## config.mk

```make
export PLATFORM = sky130hd
export DESIGN_NAME = corelet_ctrl
export DESIGN_NICKNAME = d
export VERILOG_FILES = /design/src/rtl/corelet_ctrl.sv
export SDC_FILE = /design/constraint.sdc
export NUM_CORES = 1
export LEC_CHECK = 0
export BUFFER_PORTS_ARGS = -buffer_cell sky130_fd_sc_hd__buf_4
export CAP_MARGIN = 20
export CORE_MARGIN = 10
export CORE_UTILIZATION = 60
export CTS_CLUSTER_DIAMETER = 50
export DETAILED_ROUTE_END_ITERATION = 12
export PLACE_DENSITY_LB_ADDON = 0.2
export SYNTH_ARGS = -nofsm -noshare
export SYNTH_HDL_FRONTEND = slang
export SYNTH_SLANG_ARGS = --single-unit
```

## constraint.sdc

```tcl
create_clock -name clk -period 17.1 [get_ports clk]
set_input_delay 2.565 -clock clk [delete_from_list [all_inputs] [get_ports clk]]
set_output_delay 2.565 -clock clk [all_outputs]
set_load 0.005 [all_outputs]
```

## src/rtl/corelet_ctrl.sv

```systemverilog
// Tile-level instruction sequencer for the corelet: SRAM fetch, L0/IFIFO fill,
// execute, drain and readout in weight-stationary or output-stationary mode.
module corelet_ctrl #(
  parameter int row    = 8,
  parameter int col    = 8,
  parameter int len_bw = 8
) (
  input  logic              clk,
  input  logic              reset,
  input  logic              start,
  input  logic              mode_sel,
  input  logic [len_bw-1:0] num_act,
  input  logic              acc_en,
  input  logic              c_ready,
  input  logic              c_valid,
  output logic [7:0]        inst,
  output logic              mode,
  output logic              output_en,
  output logic              mem_rd,
  output logic [len_bw-1:0] mem_addr,
  output logic              busy,
  output logic              done
);

  // The counter must reach the longest phase, the drain timeout of row+col+N.
  localparam int CW = $clog2(row + col + (1 << len_bw));
  localparam int AW = CW + 1;

  localparam logic [CW-1:0] ROW_C    = CW'(row);
  localparam logic [CW-1:0] ROW_M1   = CW'(row - 1);
  localparam logic [CW-1:0] COL_M1   = CW'(col - 1);
  localparam logic [CW-1:0] RC_M1    = CW'(row + col - 1);
  localparam logic [AW-1:0] ADDR_MAX = AW'((1 << len_bw) - 1);

  localparam logic [3:0] S_IDLE     = 4'd0;
  localparam logic [3:0] S_W_LOAD   = 4'd1;
  localparam logic [3:0] S_W_KERNEL = 4'd2;
  localparam logic [3:0] S_W_SETTLE = 4'd3;
  localparam logic [3:0] S_A_LOAD   = 4'd4;
  localparam logic [3:0] S_A_EXEC   = 4'd5;
  localparam logic [3:0] S_DRAIN    = 4'd6;
  localparam logic [3:0] S_READ     = 4'd7;
  localparam logic [3:0] S_O_LOAD   = 4'd8;
  localparam logic [3:0] S_O_EXEC   = 4'd9;
  localparam logic [3:0] S_O_SETTLE = 4'd10;
  localparam logic [3:0] S_O_OUT    = 4'd11;
  localparam logic [3:0] S_DONE     = 4'd12;

  logic [3:0]        state_reg, state_next;
  logic [CW-1:0]     cnt_reg, cnt_step, cnt_next;
  logic [CW-1:0]     n_cur;
  logic [len_bw-1:0] n_reg;
  logic              acc_reg, mode_reg;

  logic [7:0]        inst_reg, inst_next;
  logic              output_en_reg, output_en_next;
  logic              mem_rd_reg, mem_rd_next;
  logic [len_bw-1:0] mem_addr_reg, mem_addr_next;
  logic              busy_reg, busy_next;
  logic              done_reg, done_next;

  logic              is_load, issue, rd_issue;
  logic [CW-1:0]     base;
  logic [AW-1:0]     addr_sum;

  // On the start edge the tile length has not been latched yet.
  assign n_cur = CW'((state_reg == S_IDLE) ? num_act : n_reg);

  // Phase sequencing. Cycle phases count cycles; load and read phases count
  // issued transfers, which the output decode below advances.
  always_comb begin
    state_next = state_reg;
    cnt_step   = cnt_reg;
    case (state_reg)
      S_IDLE: begin
        cnt_step = '0;
        if (start) begin
          if (num_act == '0)  state_next = S_DONE;
          else if (mode_sel)  state_next = S_O_LOAD;
          else                state_next = S_W_LOAD;
        end
      end
      S_W_LOAD: begin
        if (cnt_reg == ROW_C && !mem_rd_reg) begin
          state_next = S_W_KERNEL;
          cnt_step   = '0;
        end
      end
      S_W_KERNEL: begin
        if (cnt_reg == ROW_M1) begin
          state_next = S_W_SETTLE;
          cnt_step   = '0;
        end else begin
          cnt_step = cnt_reg + 1'b1;
        end
      end
      S_W_SETTLE: begin
        if (cnt_reg == COL_M1) begin
          state_next = S_A_LOAD;
          cnt_step   = '0;
        end else begin
          cnt_step = cnt_reg + 1'b1;
        end
      end
      S_A_LOAD: begin
        if (cnt_reg == n_cur && !mem_rd_reg) begin
          state_next = S_A_EXEC;
          cnt_step   = '0;
        end
      end
      S_A_EXEC: begin
        if (cnt_reg == n_cur - 1'b1) begin
          state_next = S_DRAIN;
          cnt_step   = '0;
        end else begin
          cnt_step = cnt_reg + 1'b1;
        end
      end
      S_DRAIN: begin
        if (c_valid || cnt_reg == RC_M1 + n_cur) begin
          state_next = S_READ;
          cnt_step   = '0;
        end else begin
          cnt_step = cnt_reg + 1'b1;
        end
      end
      S_READ: begin
        if (cnt_reg == n_cur) begin
          state_next = S_DONE;
          cnt_step   = '0;
        end
      end
      S_O_LOAD: begin
        if (cnt_reg == n_cur && !mem_rd_reg) begin
          state_next = S_O_EXEC;
          cnt_step   = '0;
        end
      end
      S_O_EXEC: begin
        if (cnt_reg == n_cur - 1'b1) begin
          state_next = S_O_SETTLE;
          cnt_step   = '0;
        end else begin
          cnt_step = cnt_reg + 1'b1;
        end
      end
      S_O_SETTLE: begin
        if (cnt_reg == RC_M1) begin
          state_next = S_O_OUT;
          cnt_step   = '0;
        end else begin
          cnt_step = cnt_reg + 1'b1;
        end
      end
      S_O_OUT: begin
        if (cnt_reg == ROW_M1) begin
          state_next = S_DONE;
          cnt_step   = '0;
        end else begin
          cnt_step = cnt_reg + 1'b1;
        end
      end
      S_DONE: begin
        state_next = S_IDLE;
        cnt_step   = '0;
      end
      default: begin
        state_next = S_IDLE;
        cnt_step   = '0;
      end
    endcase
  end

  // Output decode for the cycle about to start, so every output is a flop.
  always_comb begin
    cnt_next       = cnt_step;
    inst_next      = '0;
    output_en_next = 1'b0;
    mem_rd_next    = 1'b0;
    mem_addr_next  = '0;
    busy_next      = (state_next != S_IDLE);
    done_next      = (state_next == S_DONE);
    issue          = 1'b0;
    rd_issue       = 1'b0;
    base           = '0;

    // FIFO writes trail the SRAM read by its one-cycle latency.
    inst_next[2] = mem_rd_reg;
    inst_next[5] = mem_rd_reg & mode_reg;

    is_load = (state_next == S_W_LOAD) || (state_next == S_A_LOAD) ||
              (state_next == S_O_LOAD);

    case (state_next)
      S_W_LOAD:   issue = (cnt_step < ROW_C);
      S_A_LOAD: begin
        issue = (cnt_step < n_cur) && c_ready;
        base  = ROW_C;
      end
      S_O_LOAD:   issue = (cnt_step < n_cur);
      S_W_KERNEL: begin
        inst_next[3] = 1'b1;
        inst_next[0] = 1'b1;
      end
      S_A_EXEC: begin
        inst_next[3] = 1'b1;
        inst_next[1] = 1'b1;
      end
      S_O_EXEC: begin
        inst_next[4] = 1'b1;
        inst_next[3] = 1'b1;
        inst_next[1] = 1'b1;
      end
      S_READ: begin
        rd_issue     = c_valid && (cnt_step < n_cur);
        inst_next[6] = rd_issue;
        inst_next[7] = rd_issue & acc_reg;
        cnt_next     = cnt_step + CW'(rd_issue);
      end
      S_O_OUT:    output_en_next = 1'b1;
      default:    ;
    endcase

    // A stalled load keeps presenting the next address to be read.
    addr_sum = {1'b0, base} + {1'b0, cnt_step};
    if (is_load) begin
      mem_rd_next   = issue;
      mem_addr_next = (addr_sum > ADDR_MAX) ? '1 : addr_sum[len_bw-1:0];
      cnt_next      = cnt_step + CW'(issue);
    end
  end

  always_ff @(posedge clk or posedge reset) begin
    if (reset) begin
      state_reg     <= S_IDLE;
      cnt_reg       <= '0;
      n_reg         <= '0;
      acc_reg       <= 1'b0;
      mode_reg      <= 1'b0;
      inst_reg      <= '0;
      output_en_reg <= 1'b0;
      mem_rd_reg    <= 1'b0;
      mem_addr_reg  <= '0;
      busy_reg      <= 1'b0;
      done_reg      <= 1'b0;
    end else begin
      state_reg     <= state_next;
      cnt_reg       <= cnt_next;
      inst_reg      <= inst_next;
      output_en_reg <= output_en_next;
      mem_rd_reg    <= mem_rd_next;
      mem_addr_reg  <= mem_addr_next;
      busy_reg      <= busy_next;
      done_reg      <= done_next;
      if (state_reg == S_IDLE && start) begin
        n_reg    <= num_act;
        acc_reg  <= acc_en;
        mode_reg <= mode_sel;
      end
    end
  end

  assign inst      = inst_reg;
  assign mode      = mode_reg;
  assign output_en = output_en_reg;
  assign mem_rd    = mem_rd_reg;
  assign mem_addr  = mem_addr_reg;
  assign busy      = busy_reg;
  assign done      = done_reg;

  a_cnt_no_wrap: assert property (@(posedge clk) disable iff (reset)
    !((state_next == state_reg) && (cnt_reg == '1) && (cnt_next == '0)));

endmodule
```

Word-level counts from Yosys, hierarchy flattened
Index checks and enable logic that the tools add are counted.
- register bits: 43
- input port bits: 15
- word-level logic and storage cells: 102
- add/sub/neg operators: 6
- $lt $le $gt $ge: 3
- equal/unequal tests: 26
- mux-type cells: 37
- bitwise logic cells: 2
- reductions and logical operators: 17
- operators with widths (cell ; count):
    9-bit two-way mux ; 9
    9-bit one-hot mux with 7 select lines ; 1
    4-bit two-way mux ; 15
    4-bit one-hot mux with 12 select lines ; 1
    4-bit equality test, second input constant ; 8
    4-bit by 3-bit equality test with 1-bit output, second input constant ; 7
    8-bit two-way mux ; 3
    9-bit by 1-bit adder with 9-bit output ; 2
    9-bit by 4-bit equality test with 1-bit output, second input constant ; 2
    9-bit equality test ; 2
    4-bit by 2-bit equality test with 1-bit output, second input constant ; 3
    9-bit by 9-bit adder with 10-bit output ; 1
    10-bit by 8-bit > comparator with 1-bit output, second input constant ; 1
    4-bit by 8-bit adder with 9-bit output, first input constant ; 1
    9-bit by 1-bit adder with 9-bit output, second input constant ; 1
    9-bit by 3-bit equality test with 1-bit output, second input constant ; 1
    9-bit by 8-bit equality test with 1-bit output ; 1
    9-bit by 4-bit less-than comparator with 1-bit output, second input constant ; 1
    9-bit by 8-bit less-than comparator with 1-bit output ; 1
    8-bit by 1-bit subtractor with 9-bit output, second input constant ; 1
    4-bit by 1-bit equality test with 1-bit output, second input constant ; 2
    8-bit zero test ; 1
    1-bit two-way mux ; 6
    2-bit OR reduction ; 3
    9 further kinds ; 17

Depth between registers and ports, before layout
Gate-level depths: netlist (run 1).
- word-level depth: 13
- depth in mapped cells: 29
- depth with buffers taken out: 24

Least setup slack after synthesis (run 1)
Ideal clock, no wire load.
- path type: input-to-reg
- from: input num_act[0]
- to: register cnt_reg[8]
- library setup time: 80 ps
- data arrival time: 7463 ps
- required time: 17020 ps
- setup slack: 9557 ps
- stages: 24
- path buffers: 2
- path through: mux2i_1 > ha_1 > or3b_2 > clkbuf_1 > o2111ai_1 > nand2_1 > or3_1 > or3b_1 > o21ai_2 > buf_6 > nand2_1 > a22oi_1 > inv_1 > ha_1 > nor4_1 > a211oi_1 > maj3_2 > a41o_1 > o32ai_1 > ha_1 > ha_1 > a22oi_1 > nor4b_1 > xnor2_1
- longest elaborated chain between the ends: 11
- ends and longest elaborated chain (what ; RTL line ; text):
    from (decl) ; 12 ; input logic [len_bw-1:0] num_act,
    8-bit two-way mux ; 67 ; assign n_cur = CW'((state_reg == S_IDLE) ? num_act : n_reg);
    4-bit by 8-bit adder with 9-bit output ; 120 ; if (c_valid || cnt_reg == RC_M1 + n_cur) begin
    9-bit equality test ; 120 ;
    1-bit logical OR ; 120 ;
    9-bit two-way mux ; 120 ;
    9-bit one-hot mux with 7 select lines ; 74 ; case (state_reg)
    9-bit by 8-bit less-than comparator with 1-bit output ; 197, 200, 215 ;
    1-bit logical AND (on tied branches) ; 197, 215 ;
    1-bit one-hot mux with 3 select lines / 9-bit by 1-bit adder with 9-bit output (equally long branches) ; 194, 218 ;
    9-bit by 1-bit adder with 9-bit output / 9-bit two-way mux (equally long branches) ; 229, 194 ;
    9-bit two-way mux * ; 226 ; if (is_load) begin
    via cnt_next[8] ; 50 ; logic [CW-1:0] cnt_reg, cnt_step, cnt_next;
    to (signal assigned) ; 248 ; cnt_reg <= cnt_next;
    to (decl) ; 50 ;
The timed path passes the listed nets; every way through them passes the cells marked *.
A chain may end at the register's enable or synchronous reset.

Final worst setup path (run 1)
Same ends and word-level chain as after synthesis.

==> results.md, run 1 <==
- Vias: 3485
- CP arrival: 8.36 ns
- Die Width: between 90 and 100 um
- Clock buffer count from CTS: 5
- RSZ-0062 raised after global routing: false
- CP most frequent cell: ha_1
- H-Tree Depth: 2
- Max reg flops: 9
- Cell count after synthesis: 452
- FF-to-FF path depth: 24
- Top FF cell, synth: dfrtp_1
- Status: finished clean
- Post-CTS Resized: 0
- Largest net degree at the start of global routing: 44
- Reg clk slew, reported paths: approximately 0.09 ns
- Hold depth: 0
- R2R Setup Slk: 9.96 ns
- Ports: 36
- Global-route wire length before repair: 16440 um
- Layout cells sized above 1: 0.1742
- # rows: 28
- Most common cell after layout, fill and taps aside: dfrtp_1
- Diode count: 0
- Post-Place Cells: 532
- Setup CP Type: in2reg
- Max-slew violation count: 0
- Final GP Congestion: 0.9590
- Most frequent cells in the layout: dfrtp_1 (43), nand2_1 (39), buf_4 (37)
- Period utilization: 0.4755
- Nets: 494
- Complex-gate fraction of the synthesized area: 0.2054
- Die Y: 99.02 um
- Final ANT Viol Nets: 0
- Worst hold path endpoint: inst[2]
- Layout Cells excl Fill: 540
- Die area: between 9000 and 10000 um^2
- Core Area: 5991 um^2
- Worst vdd ir: about 31 uV
- Synth Area in Simple Gates: 0.2595
- Layout Utilization: 0.6819
- DRT Pass-1 Iters: 5
- Root buffer cell: clkbuf_8
- Multiplexer area fraction after synthesis: 0.05678
- Asr flop ratio synth: 1.000
- Vias/cell: 6.454
- Vias in the first global route: 3178
- Max Cap Viol: 0
- Register bit total from synthesis: 43
- R2R Path Start: state_reg[2]
- Hold_sp: mem_rd
- Syn nets: 482
- Critical path launch point type: input pin
- Crit. End Element: register
- Area of the mapped netlist: 3746 um^2
- CTS sink count: 43
- Port bufs: 35
- Initial detailed-routing violation count: 293
- Sequential area share after synthesis: 0.2872
- Post-Layout Inst Area: approximately 4000 um^2
- All-Layer GR Usage: 0.2007
- Register area: 1076 um^2
- CTS tree: yes
- Slowest Stage Delay on Critical Path: 0.54 ns
- Min Clock Period, post-route: 8.131 ns
- Gr ovfl total: 0
- Req. time, crit path: 17.33 ns
- Synth cell types: 76
- Largest family of logic cells by synthesized area: simple AND/OR/NAND/NOR gates
- Final clock skew: 0.009287 ns
- Critical R2R Capture: cnt_reg[8]
- DRC: 0
- Initial core utilization: 0.6253
- Final setup viols: 0
- Leakage power total: 0.001711 uW
- EDFF count, synth: 0
- Multi-input logic area: 2442 um^2
- Detailed placement HPWL: 7678 um
- Clk_lat worst skew: 0.30 ns
- Least-Margin Pin Slew: 0.7635 ns
- CP max-delay cell: or3b_2
- Max Fclk: 123.0 MHz
- Postcts setup bufs: 0
- Synthesis warning total: 0
- CP cell instances: buf_4, mux2i_1, ha_1, or3b_2, o2111ai_1, nand2_1, or3_1, or3b_1, o21ai_2, nand2_1, a22oi_1, inv_1, ha_1, nor4_1, a211oi_1, maj3_2, a41o_1, o32ai_1, ha_1, ha_1, a22oi_1, nor4b_1, xnor2_1
- PwrDens: 47.56 nW/um^2
- Layout area overhead: 9.051%
- CP max FO: 11
- Adder-Cell Fraction of Synth Area: 0.05311
- Fill cell count: 508
- Mapped Avg Cell Area: 8.288 um^2
- Setup TNS: 0 ns
- Initial antenna violation count: 0
- DRT Wirelength: 10080 um
- Final hold viol count: 0
- Hold_buf cts: 0
- Min-delay worst type: reg2reg
- DP Area: 3973 um^2
- Clk buf depth: 2
- Synth Area in XOR/XNOR: 0.07715
- Routed WL per cell: 18.67 um
- Relative slew slack: 0.4863
==> critical path, delay by kind of cell <==
kind,cells,cell delay [ns]
and+or+nand+nor,7,2.19
AOI/OAI and AO/OA,7,1.67
adders and majority gates,5,1.20
muxes,1,0.25
buffers and inverters,2,0.30
xor gates and xnor gates,1,0.16
==> area by class of cell <==
class,count,share of cell area
tap,75,0.02297
clock buffer,5,0.01685
clock inverter,3,0.01072
timing repair buffer,37,0.06799
sequential,43,0.2634
inverter,22,0.02021
multi-input combinational,355,0.5979
==> power breakdown <==
part           internal [uW]  leakage [uW]  total [uW]  switching, uW
logic                   4.02       0.00110        10.4           6.42
clock network           43.6     0.0000581        82.3           38.7
registers                102      0.000555         102              0
total                    149       0.00171         194           45.1
==> cells in the mapped netlist, types with 9 or more instances <==
cell      instances  share of area
mux2_2           10          0.030
nor2_1           29          0.029
xnor2_1          25          0.058
nor2b_1           9          0.015
nand2b_1         10          0.017
nand3_1          14          0.019
nor3_1           14          0.019
nand2_1          39          0.039
o21ai_0          23          0.031
a21oi_1          23          0.031
ha_1             15          0.050
inv_1            22          0.022
dfrtp_1          43           0.29
mux2i_1          10          0.027
clkbuf_1         21          0.021
==> metal layers <==
metal	wire, um	share of wire	GRT usage
met1	4279	0.42	0.2584
met2	4731	0.47	0.3231
met3	880	0.087	0.04749
met4	190	0.019	0.06284
met5	0	0	0
==> through the flow <==
step	setup slack, ns	total power, uW	hold WS, ns
2_1_floorplan	9.557	109.0	0.4201
3_3_place_gp	8.925	113.8	0.4914
3_5_place_dp	8.755	114.0	0.4909
4_1_cts	9.065	196.3	0.5059
5_1_grt	8.632	200.8	0.5302
6_report	8.969	194.3	0.5047
==> worst max path at each step <==
stage               slack (ns)          to  startpoint  cells past startpoint
finish                    8.97  cnt_reg[8]  num_act[0]                     23
global route              8.63  cnt_reg[8]  num_act[0]                     24
CTS                       9.07  cnt_reg[8]  num_act[0]                     23
detailed placement        8.76  cnt_reg[8]  num_act[0]                     23
global placement          8.92  cnt_reg[8]  num_act[0]                     23
floorplan                 9.56  cnt_reg[8]  num_act[0]                     24
==> kinds of logic after synthesis <==
| group | count (synthesis) |
|---|---|
| adders and majority gates | 16 |
| muxes | 20 |
| AOI/OAI and AO/OA | 111 |
| and+or+nand+nor | 175 |
| buffers and inverters | 54 |
| DFF | 43 |
| xor gates and xnor gates | 33 |
Power figures use the tool's default switching activity.
==> run 2: changes to the inputs <==
--- a/config.mk
+++ b/config.mk
@@ -5,6 +5,7 @@
 export SDC_FILE = /design/constraint.sdc
 export NUM_CORES = 1
 export LEC_CHECK = 0
+export ABC_AREA = 1
 export BUFFER_PORTS_ARGS = -buffer_cell sky130_fd_sc_hd__buf_4
 export CAP_MARGIN = 20
 export CORE_MARGIN = 10
==> constraint.sdc (replaced) <==
create_clock -name clk -period 8 [get_ports clk]
set_input_delay 1.2 -clock clk [delete_from_list [all_inputs] [get_ports clk]]
set_output_delay 1.2 -clock clk [all_outputs]
set_load 0.005 [all_outputs]
==> run 2 against run 1 <==
Against the previous run:
- non-clock buffer count stayed put
- hold slack got worse by 0.062 ns
- via count increased by 5.8%
- critical path depth increased by 7
- clock power rose by 75%
- sequential power grew to 3.2 times the previous value
- sequential share of layout area is 0.21 points lower
- die area decreased by 0.62%
- utilization up 0.95 points
- routed wire length up 5.3%
- largest power group is now combinational cells
==> results.md, run 2 <==
- Min-delay worst type: reg2reg
- Nets: 610
- Initial detailed-routing violation count: 365
- Gr ovfl total: 0
- Crit path buf inv count: 2
- Period utilization: 0.6149
- Layout Utilization: 0.6914
- Pre-CTS WS: 2.998 ns
- Setup TNS: 0 ns
- Sequential area share after synthesis: 0.2895
- Top cells by area, synth: dfrtp_1 (29%), nand2_1 (16%), inv_1 (8.7%), nand3_1 (7.9%), ha_1 (5.0%)
- Core Area: 5956 um^2
- Syn nets: 572
- CP max-delay cell: dfrtp_1
- Yosys top cell area share: 0.2895
- Ports: 36
- CP max FO: 17
- DRC: 0
- Diode count: 0
- Die area: 9744 um^2
- Layout Cells excl Fill: roughly 660
- Max reg flops: 9
- Reg clk slew, reported paths: 0.09 ns
- Least-Margin Pin Slew: 0.6611 ns
- Cell count after synthesis: 542
- Layout cells sized above 1: 0.1979
- Final hold viol count: 0
- Asr flop ratio synth: 1.000
- Final worst setup slack: 3.081 ns
- Final clock skew: 0.01394 ns
- Top FF cell, synth: dfrtp_1
- Relative slew slack: 0.5559
- Clk buf depth: 2
- Most common cell after layout, fill and taps aside: nand2_1
- All-Layer GR Usage: 0.2145
- Max-slew violation count: 0
- Vias in the first global route: 3463
- Largest net degree at the start of global routing: 44
- Die Y: between 90 and 100 um
- Global-route wire length before repair: 17280 um
- Initial antenna violation count: 0
- Port bufs: 35
- Worst vdd ir: 239.3 uV
- Register bit total from synthesis: 43
- DRT Wirelength: 10610 um
- Slowest Stage Delay on Critical Path: between 0.4 and 0.5 ns
- Detailed placement HPWL: 8391 um
- Most frequent cell after synthesis: nand2_1
- H-Tree Depth: 2
- Max Cap Viol: 0
- Req. time, crit path: 8.20 ns
- Min Clock Period, post-route: 4.919 ns
- Leakage power total: approximately 0.0023 uW
- EDFF count, synth: 0
- Root buffer cell: clkbuf_8
- Clock buffer count from CTS: 5
- Hold_buf cts: 0
- Synthesis warning total: 0
- Final setup viols: 0
- R2R Setup Slk: 3.08 ns
- CP most frequent cell: nand2_1
- DRT Pass-1 Iters: 5
- Max Fclk: 203.3 MHz
- Vias/cell: 5.619
- CTS tree: yes
- Status: finished clean
- Critical path launch point type: register
- CTS sink count: 43
- Layout area overhead: 10.77%
- Routed WL per cell: 16.18 um
- Crit. End Element: register
- Post-Place Cells: 648
- # rows: 28
- Final GP Congestion: 0.9730
- RSZ-0062 raised after global routing: false
- Most frequent cells in the layout: nand2_1 (154), inv_1 (85), nand3_1 (59)
- Area of the mapped netlist: roughly 3700 um^2
- Die Width: around 99 um
- PwrDens: 382.9 nW/um^2
- Synth cell types: 38
- Clk_lat worst skew: slightly above 0.3 ns
- Setup CP Type: reg2reg
- CP top delay family: simple AND/OR/NAND/NOR gates
- Mapped Avg Cell Area: 6.859 um^2
- Postcts setup bufs: 0
- Vias: 3686
- Synth top cells by count: nand2_1 (154), inv_1 (86), nand3_1 (59)
- Cell taking the most area after synthesis: dfrtp_1
- CP arrival: about 5.1 ns
- Final ANT Viol Nets: 0
- Post-CTS Resized: 0
- Initial core utilization: 0.6242
- Pwr Total: approximately 1600 uW
-- run 2: cell types whose count changed after synthesis, moves of 9 or more --
cell / change
a21oi_1: -19
clkbuf_1: -19
inv_1: +64
mux2_2: -10
mux2i_1: -10
nand2_1: +115
nand2_2: +24
nand2b_1: -10
nand3_1: +45
nor2_2: +10
nor2b_1: -9
o21ai_0: -10
xnor2_1: -25
-- run 2: stage by stage --
stage / hold slack (ns) / cell area, um^2
6_report: 0.4427 / 4118
5_1_grt: 0.4561 / 4118
4_1_cts: 0.4510 / 4118
3_5_place_dp: 0.4321 / 4033
3_3_place_gp: 0.4218 / 4033
2_1_floorplan: 0.4142 / 3717
-- run 2: worst paths after layout --
path                         startpoint    endpoint  cells after the start
max                        state_reg[0]  cnt_reg[8]                     30
min                              mem_rd     inst[2]                      0
max reg2reg                state_reg[0]  cnt_reg[8]                     30
min reg2reg                      mem_rd     inst[2]                      0
max in group asynchronous         reset    n_reg[1]                      3
min in group asynchronous         reset     inst[5]                      3
-- run 2: worst reg2reg max path, delay by kind of cell (launching register included) --
kind,cells,cell delay [ns]
fa+ha+maj,4,0.98
simple gates,17,2.22
flops,1,0.48
buf+inv,2,0.08
compound gates,6,0.88
xor+xnor,1,0.15
-- run 2: logic make-up (layout without fill, tap and decap cells) --
kind of cell               Yosys count  after routing  synth area share
AOI/OAI and AO/OA                   43             43           0.07978
and+or+nand+nor                    332            332            0.4416
DFF                                 43             43            0.2895
xor gates and xnor gates            13             13           0.03265
buffers and inverters               96            135            0.1060
adders and majority gates           15             15           0.05049
-- run 2: area by class of cell --
class                           instances  area (um^2)
Multi-Input combinational cell        403         2247
Fill cell                             541         1838
Sequential cell                        43         1076
Inverter                               90        337.8
Timing Repair Buffer                   37        277.8
Tap cell                               75        93.84
Clock buffer                            6        72.57
Clock inverter                          2        12.51
-- run 2: where the power goes --
part | internal, uW | total [uW] | switching (uW)
Combinational | 353 | 1100 | 750
Clock | 61.3 | 144 | 82.8
Sequential | 283 | 329 | 45.9
-- run 2: layer usage --
layer,global-route usage,part of all wire,vias up
met4,0.06836,0.024,0
li1,-,-,1791
met1,0.2734,0.42,1688
met3,0.04330,0.079,27
met2,0.3550,0.47,180
met5,0,0,-
